===== src/rtl/usb_nint_pkg.sv =====
`default_nettype none
// ============================================================================
// Module      : usb_nint_pkg
// Description : Shared constants for the USB nINT conditioner: register map,
//               status bit positions, default filter threshold and the
//               threshold helper used by the stability filter.
// Revision    : 1.0  initial release
// ============================================================================
package usb_nint_pkg;

  // Avalon word addresses
  localparam logic [1:0] ADDR_STATUS = 2'd0;
  localparam logic [1:0] ADDR_COUNT  = 2'd1;
  localparam logic [1:0] ADDR_THRESH = 2'd2;
  localparam logic [1:0] ADDR_CLEAR  = 2'd3;

  // Bit positions inside the status word
  localparam int STS_LEVEL = 0;
  localparam int STS_SYNC  = 1;
  localparam int STS_PEND  = 2;

  // Default number of stable cycles needed to change int_level
  localparam int FILTER_RESET_DEF = 4;

  localparam int THR_W = 8;
  typedef logic [THR_W-1:0] thr_t;

  // A programmed threshold of zero behaves exactly like one
  function automatic thr_t eff_thr(input thr_t thr);
    return (thr == '0) ? thr_t'(1) : thr;
  endfunction

endpackage : usb_nint_pkg
`default_nettype wire


===== src/rtl/usb_nint_filter.sv =====
`default_nettype none
// ============================================================================
// Module      : usb_nint_filter
// Description : Synchronises the raw active-low nINT pin, then qualifies it
//               with a stability counter feeding a two-state level FSM.
//               Produces the clean active-high level and a one-cycle rise
//               strobe aligned with the cycle the level goes high.
// Revision    : 1.0  initial release
// ============================================================================
module usb_nint_filter
  import usb_nint_pkg::*;
#(
  parameter int SYNC_STAGES = 2
) (
  input  logic clk_i,
  input  logic rst_ni,
  input  logic pin_i,
  input  thr_t thr_i,
  input  logic thr_wr_i,
  output logic sync_o,
  output logic level_o,
  output logic rise_o
);

  localparam logic [0:0] ST_DEASSERTED = 1'b0;
  localparam logic [0:0] ST_ASSERTED   = 1'b1;

  logic [SYNC_STAGES-1:0] sync_q;
  logic [0:0]             state_q, state_d;
  thr_t                   cnt_q, cnt_d;
  thr_t                   thr_eff;
  logic                   sync;
  logic                   level_now;

  // Pin synchroniser; stage 0 feeds only stage 1, inactive (high) out of reset
  always_ff @(posedge clk_i or negedge rst_ni) begin
    if (!rst_ni) begin
      sync_q <= '1;
    end else begin
      sync_q <= {sync_q[SYNC_STAGES-2:0], pin_i};
    end
  end

  assign sync      = ~sync_q[SYNC_STAGES-1];
  assign thr_eff   = eff_thr(thr_i);
  assign level_now = (state_q == ST_ASSERTED);

  // Count consecutive disagreeing cycles; toggle the level when the run
  // reaches the threshold. A threshold write restarts the run without
  // touching the current level.
  always_comb begin
    state_d = state_q;
    cnt_d   = '0;
    if (thr_wr_i) begin
      cnt_d = '0;
    end else if (sync != level_now) begin
      if (cnt_q == thr_eff - thr_t'(1)) begin
        state_d = level_now ? ST_DEASSERTED : ST_ASSERTED;
        cnt_d   = '0;
      end else begin
        cnt_d = cnt_q + thr_t'(1);
      end
    end
  end

  // FSM state and stability counter registers
  always_ff @(posedge clk_i or negedge rst_ni) begin
    if (!rst_ni) begin
      state_q <= ST_DEASSERTED;
      cnt_q   <= '0;
    end else begin
      state_q <= state_d;
      cnt_q   <= cnt_d;
    end
  end

  assign sync_o  = sync;
  assign level_o = level_now;
  assign rise_o  = (state_d == ST_ASSERTED) && (state_q == ST_DEASSERTED);

endmodule : usb_nint_filter
`default_nettype wire


===== src/rtl/usb_nint_cond.sv =====
`default_nettype none
// ============================================================================
// Module      : usb_nint_cond
// Description : nINT pin conditioner for the usb_nint PIO. Wraps the
//               glitch filter with a sticky pending flag, a saturating
//               event counter and a four-word Avalon-MM register file.
// Revision    : 1.0  initial release
// ============================================================================
module usb_nint_cond
  import usb_nint_pkg::*;
#(
  parameter int SYNC_STAGES  = 2,
  parameter int FILTER_RESET = FILTER_RESET_DEF,
  parameter int CNT_W        = 16
) (
  input  logic        clk,
  input  logic        reset_n,
  input  logic        usb_nint_pin,
  input  logic [1:0]  address,
  input  logic        chipselect,
  input  logic        write_n,
  input  logic [31:0] writedata,
  output logic [31:0] readdata,
  output logic        int_level,
  output logic        int_pending
);

  logic             wr_en;
  logic             thr_wr;
  logic             cnt_clr;
  logic             pend_clr;
  logic             rise;
  logic             sync;
  logic             level;
  thr_t             thr_q, thr_d;
  logic             pending_q, pending_d;
  logic [CNT_W-1:0] count_q, count_d;
  logic [31:0]      readdata_q, readdata_d;
  logic             unused_wdata;

  assign wr_en    = chipselect && !write_n;
  assign thr_wr   = wr_en && (address == ADDR_THRESH);
  assign cnt_clr  = wr_en && (address == ADDR_COUNT);
  assign pend_clr = wr_en && (address == ADDR_CLEAR) && writedata[0];

  // Only the low threshold byte and the W1C bit carry meaning
  assign unused_wdata = ^writedata[31:8];

  usb_nint_filter #(
    .SYNC_STAGES (SYNC_STAGES)
  ) u_filter (
    .clk_i    (clk),
    .rst_ni   (reset_n),
    .pin_i    (usb_nint_pin),
    .thr_i    (thr_q),
    .thr_wr_i (thr_wr),
    .sync_o   (sync),
    .level_o  (level),
    .rise_o   (rise)
  );

  // Next-state for threshold, pending flag and event counter; a rise beats
  // a same-cycle clear of either the flag or the counter
  always_comb begin
    thr_d     = thr_wr ? writedata[THR_W-1:0] : thr_q;
    pending_d = pending_q;
    if (rise) begin
      pending_d = 1'b1;
    end else if (pend_clr) begin
      pending_d = 1'b0;
    end
    count_d = count_q;
    if (cnt_clr) begin
      count_d = rise ? CNT_W'(1) : '0;
    end else if (rise && !(&count_q)) begin
      count_d = count_q + CNT_W'(1);
    end
  end

  // Read mux; address is decoded regardless of chipselect
  always_comb begin
    readdata_d = '0;
    case (address)
      ADDR_STATUS: begin
        readdata_d[STS_LEVEL] = level;
        readdata_d[STS_SYNC]  = sync;
        readdata_d[STS_PEND]  = pending_q;
      end
      ADDR_COUNT:  readdata_d = 32'(count_q);
      ADDR_THRESH: readdata_d = 32'(thr_q);
      ADDR_CLEAR:  readdata_d[0] = pending_q;
      default:     readdata_d = '0;
    endcase
  end

  // Register file state and registered read data
  always_ff @(posedge clk or negedge reset_n) begin
    if (!reset_n) begin
      thr_q      <= thr_t'(FILTER_RESET);
      pending_q  <= 1'b0;
      count_q    <= '0;
      readdata_q <= '0;
    end else begin
      thr_q      <= thr_d;
      pending_q  <= pending_d;
      count_q    <= count_d;
      readdata_q <= readdata_d;
    end
  end

  assign readdata    = readdata_q;
  assign int_level   = level;
  assign int_pending = pending_q;

endmodule : usb_nint_cond
`default_nettype wire


===== config.mk =====
export PLATFORM = sky130hd
export DESIGN_NAME = usb_nint_cond
export DESIGN_NICKNAME = d
export VERILOG_FILES = /design/src/rtl/usb_nint_pkg.sv /design/src/rtl/usb_nint_filter.sv /design/src/rtl/usb_nint_cond.sv
export SDC_FILE = /design/constraint.sdc
export NUM_CORES = 1
export LEC_CHECK = 0
export ABC_AREA = 1
export CORE_MARGIN = 2
export CORE_UTILIZATION = 45
export CTS_CLUSTER_DIAMETER = 120
export CTS_CLUSTER_SIZE = 10
export DETAILED_ROUTE_END_ITERATION = 10
export HOLD_SLACK_MARGIN = 0.05
export MAX_ROUTING_LAYER = met4
export PLACE_DENSITY = 0.85
export SKIP_LAST_GASP = 1
export SLEW_MARGIN = 20
export SYNTH_ARGS = -nofsm -noshare
export SYNTH_HDL_FRONTEND = slang
export SYNTH_HIERARCHICAL = 1
export SYNTH_SLANG_ARGS = --single-unit

===== constraint.sdc =====
create_clock -name clk -period 2.4 [get_ports clk]
set_input_delay 0.48 -clock clk [delete_from_list [all_inputs] [get_ports clk]]
set_output_delay 0.48 -clock clk [all_outputs]
set_load 0.03 [all_outputs]

==> results of run 1 <==
[power groups by stage]
stage / clock network, uW / registers [uW] / logic [uW]
6_report: 540 / 1030 / 915
5_1_grt: 582 / 1040 / 987
4_1_cts: 553 / 1030 / 862
3_5_place_dp: 0 / 1040 / 804
3_3_place_gp: 0 / 1040 / 770
2_1_floorplan: 0 / 1100 / 493
[metal layers]
layer	vias to the layer above	share of wire (%)	track usage, %
met2	56	53	35.24
met4	0	1.1	4.261
met1	1262	43	23.10
met3	8	3.3	3.048
met5	-	0	-
li1	1298	-	-
[worst max-delay path: cells and delay by family, from the launching register on]
family                 cells  cell delay (ns)
buffers and inverters      8             0.90
and+or+nand+nor           14             1.07
DFF                        1             0.55
[per-stage QoR]
stage	utilization [%]	cell area [sq um]	setup TNS, ns	setup slack, ns
2_1_floorplan	-	3137	0	0.01357
3_3_place_gp	53.80	3595	-0.02039	-0.01470
3_5_place_dp	53.80	3595	-0.3086	-0.07456
4_1_cts	56.33	3764	-0.04542	-0.04542
5_1_grt	57.53	3844	-3.989	-0.2770
6_report	57.53	3844	-1.922	-0.1511
[cell type report]
class                           count  share of cell area [%]
Clock inverter                      2                  0.3581
Inverter                           45                   4.525
Tap cell                           80                   2.604
Timing Repair Buffer               64                   14.78
Sequential cell                    52                   33.95
Clock buffer                        6                   2.148
Multi-Input combinational cell    283                   41.63
[cells in the mapped netlist (4+ instances only)]
master,n
nand2_1,113
dfrtp_1,49
inv_1,40
nand3_1,29
nor2_1,27
buf_4,16
nand4_1,15
o21ai_0,13
nor2_2,12
xor2_1,12
ha_1,8
nand2_2,7
nor2_4,5
a21oi_1,4
inv_2,4
nand2_4,4
xnor2_1,4
[kinds of logic after synthesis]
family | share of synthesized area (%)
simple gates | 36.37
buf+inv | 10.33
flops | 42.57
compound gates | 2.775
xor+xnor | 4.571
fa+ha+maj | 3.265
other cells | 0.1223
[timing repair]
| action | CTS | global route |
|---|---|---|
| cloned | 0 | 1 |
| pin swaps | 4 | 12 |
| resized for setup | 5 | 13 |
| buffers inserted | 6 | 2 |
| setup endpoints to repair | 16 | 16 |
[flip-flops by register name, summed over array words and instances, names as in the netlist]
name,cells
u_filter/cnt_q,8
thr_q,8
count_q,16
u_filter/sync_q,2
int_pending,1
u_filter/level_o,1
readdata,16
[worst min-delay path by stage]
stage	from	to	slack (ns)	cells past startpoint
after CTS	reset_n	readdata[6]	0.31	2
after floorplan	reset_n	count_q[0]	0.18	0
after detailed placement	u_filter/sync_q[0]	u_filter/sync_q[1]	0.35	0
after global placement	u_filter/sync_q[0]	u_filter/sync_q[1]	0.35	0
after global routing	reset_n	thr_q[3]	0.35	2
final	reset_n	thr_q[4]	0.28	2
[cell usage in the layout (no fill, tap or decap), types with 2 or more instances in the layout]
cell               n
nand3b_1           2
nand2_1          110
dfrtp_1           49
or2_2              2
nand4_1           15
nor2_1            25
o21ai_0           13
clkdlybuf4s50_1   31
xnor2_1            3
nor2_4             9
xor2_1            11
buf_4             31
nand3_2            2
nand2_2            9
nor2_8             2
ha_1               7
inv_2              5
nor2_2            11
nand2_4            5
conb_1            16
clkbuf_8           6
inv_1             37
nand3_1           28
a21oi_1            4
inv_4              2
dfstp_2            3
==> metrics, run 1 <==
top post-synthesis cells by area dfrtp_1, nand2_1, inv_1; HP Class primary input to async pin; maximum vdd drop 0.3176 mV; die span in y 86.54 um; RSZ-0062 raised after global routing yes; initial cell density of the core 45.88%; CP dominant cell by count buf_4; vias in the first global route 2538; DP HPWL around 5.0 mm; layout cells sized above 1 21.46%; clk_lat worst skew 0.31 ns; Core Rows 30; final critical-path required period 2.551 ns; syn_area_per_cell 7.962 sq um; first-pass GRT wire length 11.39 mm; crit path max fanout 9; fmax 392.0 MHz; first-pass iteration count of the detailed router 5; Synth Register Bits 52; Setup-failing EPs final 16; failing checks setup timing; top cell type's share of synthesized area 40.00%; Largest stage delay, worst path 0.55 ns; Fill cells 574; switching share of power between 30% and 40%; DP Cell Count 515; Seq/Total Area, Yosys roughly 43%; status finished, violations left; FF+latch area between 1000 and 1500 sq um; WL per Instance around 13 um; CP Launch Type flop; WS Path Type flop to flop; Min Hold Slack 0.2758 ns; Top FF cell, synth dfrtp_1; DR DRC count 0; Final Hold Vio Count 0; Max Slew Vio Count 0; # IOs 73; initial antenna violation count 0; critical path endpoint category flop; Slew @ Worst Pin 0.6634 ns; Sw Pwr 912.9 uW; CTS tree yes; Root Driver clkbuf_8; final net count 498; CTS H-tree depth 2; number of DRC markers in iteration 0 162; routed wire length 7.124 mm; Clock power frac roughly 22%; Synth cell types 31; crit path to count_q[0]; slew margin rel. 55.77%; synthesized area 3065 sq um; R2R cell count 22; RePlAce Congestion 0.8818; die area 7488 sq um; Syn. warnings 6; total number of vias approximately 2600; final setup skew 0.006222 ns; internal power roughly 1600 uW; final worst slack -0.1511 ns; TritonCTS Buffers 5; Post-Synthesis Cells 385; fin crit share 106.3%; Sinks on Clock Net 52; Overflow after GRT 0; Post-synth ARST share 100.0%; Power Total 2486 uW; clk buf depth 2; Clock transition at path regs 0.09 ns; port buffer count 32; Crit path arrival time 2.81 ns; largest net degree at the start of global routing between 50 and 60; number of synthesized flops with an enable pin 0; critical-path cell list inv_2 -> nand2_2 -> nor2_4 -> nand2_4 -> nand2_4 -> buf_4 -> buf_4 -> buf_4 -> buf_4 -> buf_4 -> nand2_2 -> nand2_2 -> nand2_4 -> nor2_8 -> nand3_4 -> nor2_4 -> inv_4 -> nor2_4 -> buf_12 -> nor2_4 -> nand2_1 -> nand2_1; vias per cell 4.932; dominant cell type by area after synthesis dfrtp_1; worst reg2reg setup slack -0.15 ns; RR Endpoint count_q[0]; Hold-fix buffers, CTS 0; Reg-to-Reg Start thr_q[2]; Die Wd 86.54 um; Setup crit start thr_q[2]; Leak roughly 0.0019 uW; Cell Pwr Density approximately 650 nW/um^2; antenna viol nets, final 0; share of total power in combinational logic 36.8%; Area Overhead vs Synth 25.39%; sequential share of power 41.5%; Worst Path Required 2.65 ns; gr usage total 19.58%; max cap viols 0; Non-Filler Instances around 530; total core area 6681 sq um; Worst path slowest cell dfstp_2; antenna cells 0; multi-input logic area roughly 1600 sq um
No activity file was read; power rests on OpenSTA's default activity.
==> run 2: changes to the inputs <==
--- a/config.mk
+++ b/config.mk
@@ -8,6 +8,7 @@
 export ABC_AREA = 1
 export CORE_MARGIN = 2
 export CORE_UTILIZATION = 45
+export CTS_BUF_LIST = sky130_fd_sc_hd__clkbuf_2 sky130_fd_sc_hd__clkbuf_4 sky130_fd_sc_hd__clkbuf_8
 export CTS_CLUSTER_DIAMETER = 120
 export CTS_CLUSTER_SIZE = 10
 export DETAILED_ROUTE_END_ITERATION = 10
==> results of run 2 <==
The final DEF is identical to that of run 1; final timing and power are the same.
==> variant 1: new RTL, settings of run 2 <==
Set the parameter `CNT_W` to 12 (it was 16).
--- a/src/rtl/usb_nint_cond.sv
+++ b/src/rtl/usb_nint_cond.sv
@@ -13,3 +13,3 @@
   parameter int FILTER_RESET = FILTER_RESET_DEF,
-  parameter int CNT_W        = 16
+  parameter int CNT_W        = 12
 ) (
Formal check against the unedited RTL: no difference found for any inputs over 10 cycles, from zero or initial values and one cycle with reset_n low; that may be too few to reach the edited logic, so the function may still have changed.
==> variant 1 against run 2 <==
  * Sequential cell count is 8 lower
  * Synthesized area fell by 12%
  * Routed wire length is 18% lower
  * Setup slack improved by 0.20 ns
  * Sequential share of layout area fell by 1.3 points
  * Sequential power fell by 7%
  * First-iteration DRC count is 46% higher
  * Final cell count down 11%
  * Cell area fell by 12%
  * Critical path depth fell by 4
  * Total power increased by 2.1%
  * Core utilization is 0.36 points higher
  * Largest cell class unchanged
  * Largest power group is now combinational logic
==> variant 1: results <==
metrics = {
    "run_status": {
        "status": "completed",
    },
    "finish": {
        "final_area_mm2": 0.00339,
        "layout-drive-gt1-share_pct": 23.1,
        "final_cells": 474,
        "multi_input_cells": 251,
        "clock_area_share_pct": 3.40,
        "num-fill-cells": 479,
        "buf_share_pct": 14.4,
        "buffers": 55,
        "layout.nets": 445,
    },
    "global_routing": {
        "grt_pass1_vias": 2200,
        "grt_pass1_wl_um": 9510,
    },
    "power": {
        "power-per-cell-area_mw_per_mm2": 749,
        "comb_power_share_pct": 39.1,
    },
    "sta": {
        "fin_ws_ns": 0.0497,
    },
    "clock_tree": {
        "cts.sinks": 44,
    },
    "setup_path": {
        "critPathMaxStageDelay_ns": 0.39,
        "path_buf_inv": 3,
        "cp-endpoint": "count_q[4]",
        "r2r_cells": 18,
        "reg2reg_from": "thr_q[1]",
    },
    "yosys": {
        "synth_common_cells": "nand2_1 (91), dfrtp_1 (41), inv_1 (35)",
        "synthTopCellsByArea": "dfrtp_1 (38%), nand2_1 (13%), buf_4 (5.6%), nand3_1 (5.2%), inv_1 (4.9%)",
    },
    "routing": {
        "drt_iter0_markers": 236,
    },
    "placed_design": {
        "port_buffers": 28,
        "gp_congestion": 0.893,
    },
}
==> variant 1: changes by cell type after synthesis, moves of 2 or more <==
cell	before	now
buf_4	16	20
clkbuf_1	3	0
dfrtp_1	49	41
inv_1	40	35
nand2_1	113	91
nand2_2	7	10
nand4_1	15	8
nor2_1	27	21
nor2_4	5	3
o21ai_0	13	10
o21ai_1	0	3
==> variant 1: routing by layer <==
layer  global-route usage [%]  up-vias  routed length [um]
met5                        -        -                   0
li1                         -     1134                   -
met4                     8.98        0                 157
met3                     4.33       15                 342
met2                     28.7       91                2740
met1                     24.5     1056                2610
==> variant 1: cells by family (layout without fill, tap and decap cells) <==
group,after synthesis,count (layout),synth area share (%)
xor+xnor,16,16,5.20
flops,44,44,41.0
other cells,1,20,0.139
buf+inv,62,104,11.7
compound gates,17,17,3.16
simple gates,190,190,35.1
fa+ha+maj,8,8,3.71
==> variant 1: repair_timing <==
item	in CTS	in global routing
endpoints found under the setup margin	12	12
hold buffers	0	0
pin swaps	0	13
setup buffers	0	7
resized for setup	4	18
==> variant 2: new RTL, config.mk and constraints of run 2 <==
Made on the original files. Add an input register stage for `writedata`, cleared by the reset; this delays it by one clock. The other inputs are not delayed to match.
--- a/src/rtl/usb_nint_cond.sv
+++ b/src/rtl/usb_nint_cond.sv
@@ -27,2 +27,12 @@
 
+  logic [31:0] writedata_q;
+
+  always_ff @(posedge clk or negedge reset_n) begin
+    if (!reset_n) begin
+      writedata_q <= '0;
+    end else begin
+      writedata_q <= writedata;
+    end
+  end
+
   logic             wr_en;
@@ -43,6 +53,6 @@
   assign cnt_clr  = wr_en && (address == ADDR_COUNT);
-  assign pend_clr = wr_en && (address == ADDR_CLEAR) && writedata[0];
+  assign pend_clr = wr_en && (address == ADDR_CLEAR) && writedata_q[0];
 
   // Only the low threshold byte and the W1C bit carry meaning
-  assign unused_wdata = ^writedata[31:8];
+  assign unused_wdata = ^writedata_q[31:8];
 
@@ -64,3 +74,3 @@
   always_comb begin
-    thr_d     = thr_wr ? writedata[THR_W-1:0] : thr_q;
+    thr_d     = thr_wr ? writedata_q[THR_W-1:0] : thr_q;
     pending_d = pending_q;
Check against the original RTL: not equivalent (Yosys sat finds a counterexample within 4 cycles, from zero or initial values and one cycle with reset_n low).
==> variant 2 against run 2 <==
  * The flow still finishes with violations (setup timing)
  * Synthesized cell count is 3.4% higher
  * Setup slack improved by 0.057 ns
  * Combinational power is 10% higher
  * Synthesized area up 6.6%
  * Sequential cell count grew 8
  * Total power grew 28%
  * Cell area is 11% higher
  * Clock power grew 75%
  * Routed wire length grew 8.4%
  * Critical path type unchanged
  * Highest routed layer unchanged
==> variant 2: results <==
metrics = {
    "setup_path": {
        "rr_endpoint": "count_q[13]",
        "reg2reg_slack_ns": -0.09,
        "crit_fanout": 4,
    },
    "power": {
        "leakage_uw": 0.00211,
        "max-vdd-ir-drop_v": 0.000339,
    },
    "yosys": {
        "synthDistinctLibCells": 32,
        "synthTopCellsByArea": "dfrtp_1 (44%), nand2_1 (13%), nand3_1 (5.1%), inv_1 (4.5%), nor2_1 (3.8%)",
        "synth_flop_cell": "dfrtp_1",
        "synth_common_cells": "nand2_1 (111), dfrtp_1 (57), inv_1 (39)",
        "yosysSeqAreaShare_pct": 46.1,
    },
    "placed_design": {
        "gp_congestion": 0.927,
        "hpwl_um": 5360,
        "pre_cts_slack_ns": -0.139,
    },
    "sta": {
        "max_slew_margin_pct": 66.1,
        "setup_viol": 14,
        "skew_ns": 0.0101,
        "fin_ws_ns": -0.0936,
        "hold_slack_ns": 0.0939,
    },
    "global_routing": {
        "grt_pass1_wl_um": 12700,
        "grt_use_met1_pct": 28.0,
        "grt_start_max_net_pins": 22,
        "use_met3_pct": 4.80,
        "antenna_found_initial": 0,
        "track_usage_pct": 21.6,
        "use_met2_pct": 32.6,
    },
    "routing": {
        "avgViaCountPerCell": 4.79,
        "drt-wirelength-per-cell_um": 13.3,
    },
    "clock_tree": {
        "clk_latency_ns": 0.35,
        "htree_num_levels": 3,
        "cts_buffers": 9,
        "path_clk_slew_ns": 0.06,
    },
    "finish": {
        "layout.nets": 524,
        "layout-drive-gt1-share_pct": 24.5,
    },
    "run_status": {
        "status": "finished, violations left",
        "violations": "setup timing",
    },
}
[variant 2: worst max-delay path by stage]
stage	end	depth (start not counted)	from	slack, ns
after floorplan	count_q[13]	20	thr_q[2]	-0.008
after global placement	count_q[13]	20	thr_q[4]	-0.05
after detailed placement	count_q[13]	19	thr_q[1]	-0.14
after CTS	count_q[13]	20	thr_q[2]	-0.04
after global routing	count_q[13]	22	thr_q[2]	-0.26
final	count_q[13]	22	thr_q[2]	-0.09
[variant 2: final cells by class]
cell class	count	area, um2
Tap cell	99	124
Inverter	43	164
Clock buffer	12	159
Fill cell	598	2870
Timing Repair Buffer	75	669
Sequential cell	60	1510
Multi-Input combinational cell	288	1600
Clock inverter	4	47.5
[variant 2: per-layer routing]
layer | vias up | share of wire [%]
met5 | - | 0
met4 | 0 | 1.9
met3 | 17 | 4.0
met2 | 75 | 49
met1 | 1320 | 45
li1 | 1369 | -
[variant 2: through the flow]
stage | total power (uW) | area [um2] | util, % | TNS (ns) | std cells
after floorplan | 1820 | 3340 | - | -0.00788 | 413
after global routing | 3330 | 4270 | 59.8 | -3.27 | 581
after CTS | 3110 | 4180 | 58.6 | -0.0411 | 576
after detailed placement | 2100 | 3870 | 54.2 | -1.06 | 552
final | 3170 | 4270 | 59.8 | -0.711 | 581
after global placement | 2060 | 3870 | 54.2 | -0.0533 | 552
[variant 2: kinds of logic (layout without fill, tap and decap cells)]
group           count (synthesis)  in the layout  share of synthesized area, %
xor+xnor                       17             17                          4.56
simple gates                  227            227                          33.6
fa+ha+maj                       8              8                          3.06
buf+inv                        65            134                          9.57
compound gates                 20             20                          3.06
flops                          60             60                          46.1
other cells                     1             16                         0.115
[variant 2: what timing repair did]
action	4_1_cts	5_1_grt
setup endpoints to repair	16	18
pin swaps	14	13
resized for setup	10	17
setup buffers	8	8
[variant 2: where the power goes]
| part | total [uW] | internal, uW | switching [uW] | leakage, uW |
|---|---|---|---|---|
| logic | 1010 | 417 | 592 | 0.00122 |
| registers | 1210 | 1120 | 96.9 | 0.000784 |
| clock network | 947 | 544 | 403 | 0.000106 |
[variant 2: critical path, stage by stage, from the launching register on]
cell and delay [ns]:
dfstp_2 0.54, inv_2 0.04, nand2_2 0.07, nor2_4 0.04, nand2_4 0.07, nand2_4 0.05
inv_4 0.05, ha_4 0.17, nand2_2 0.08, nand2_2 0.10, nand3_2 0.07, nand2_2 0.10
nand3_2 0.09, nor2_4 0.15, nand3_4 0.09, nor2_4 0.12, inv_2 0.07, nor2_1 0.09
nand3_1 0.09, nor2_2 0.13, nand3_1 0.07, nand2_1 0.06, nor2_1 0.04
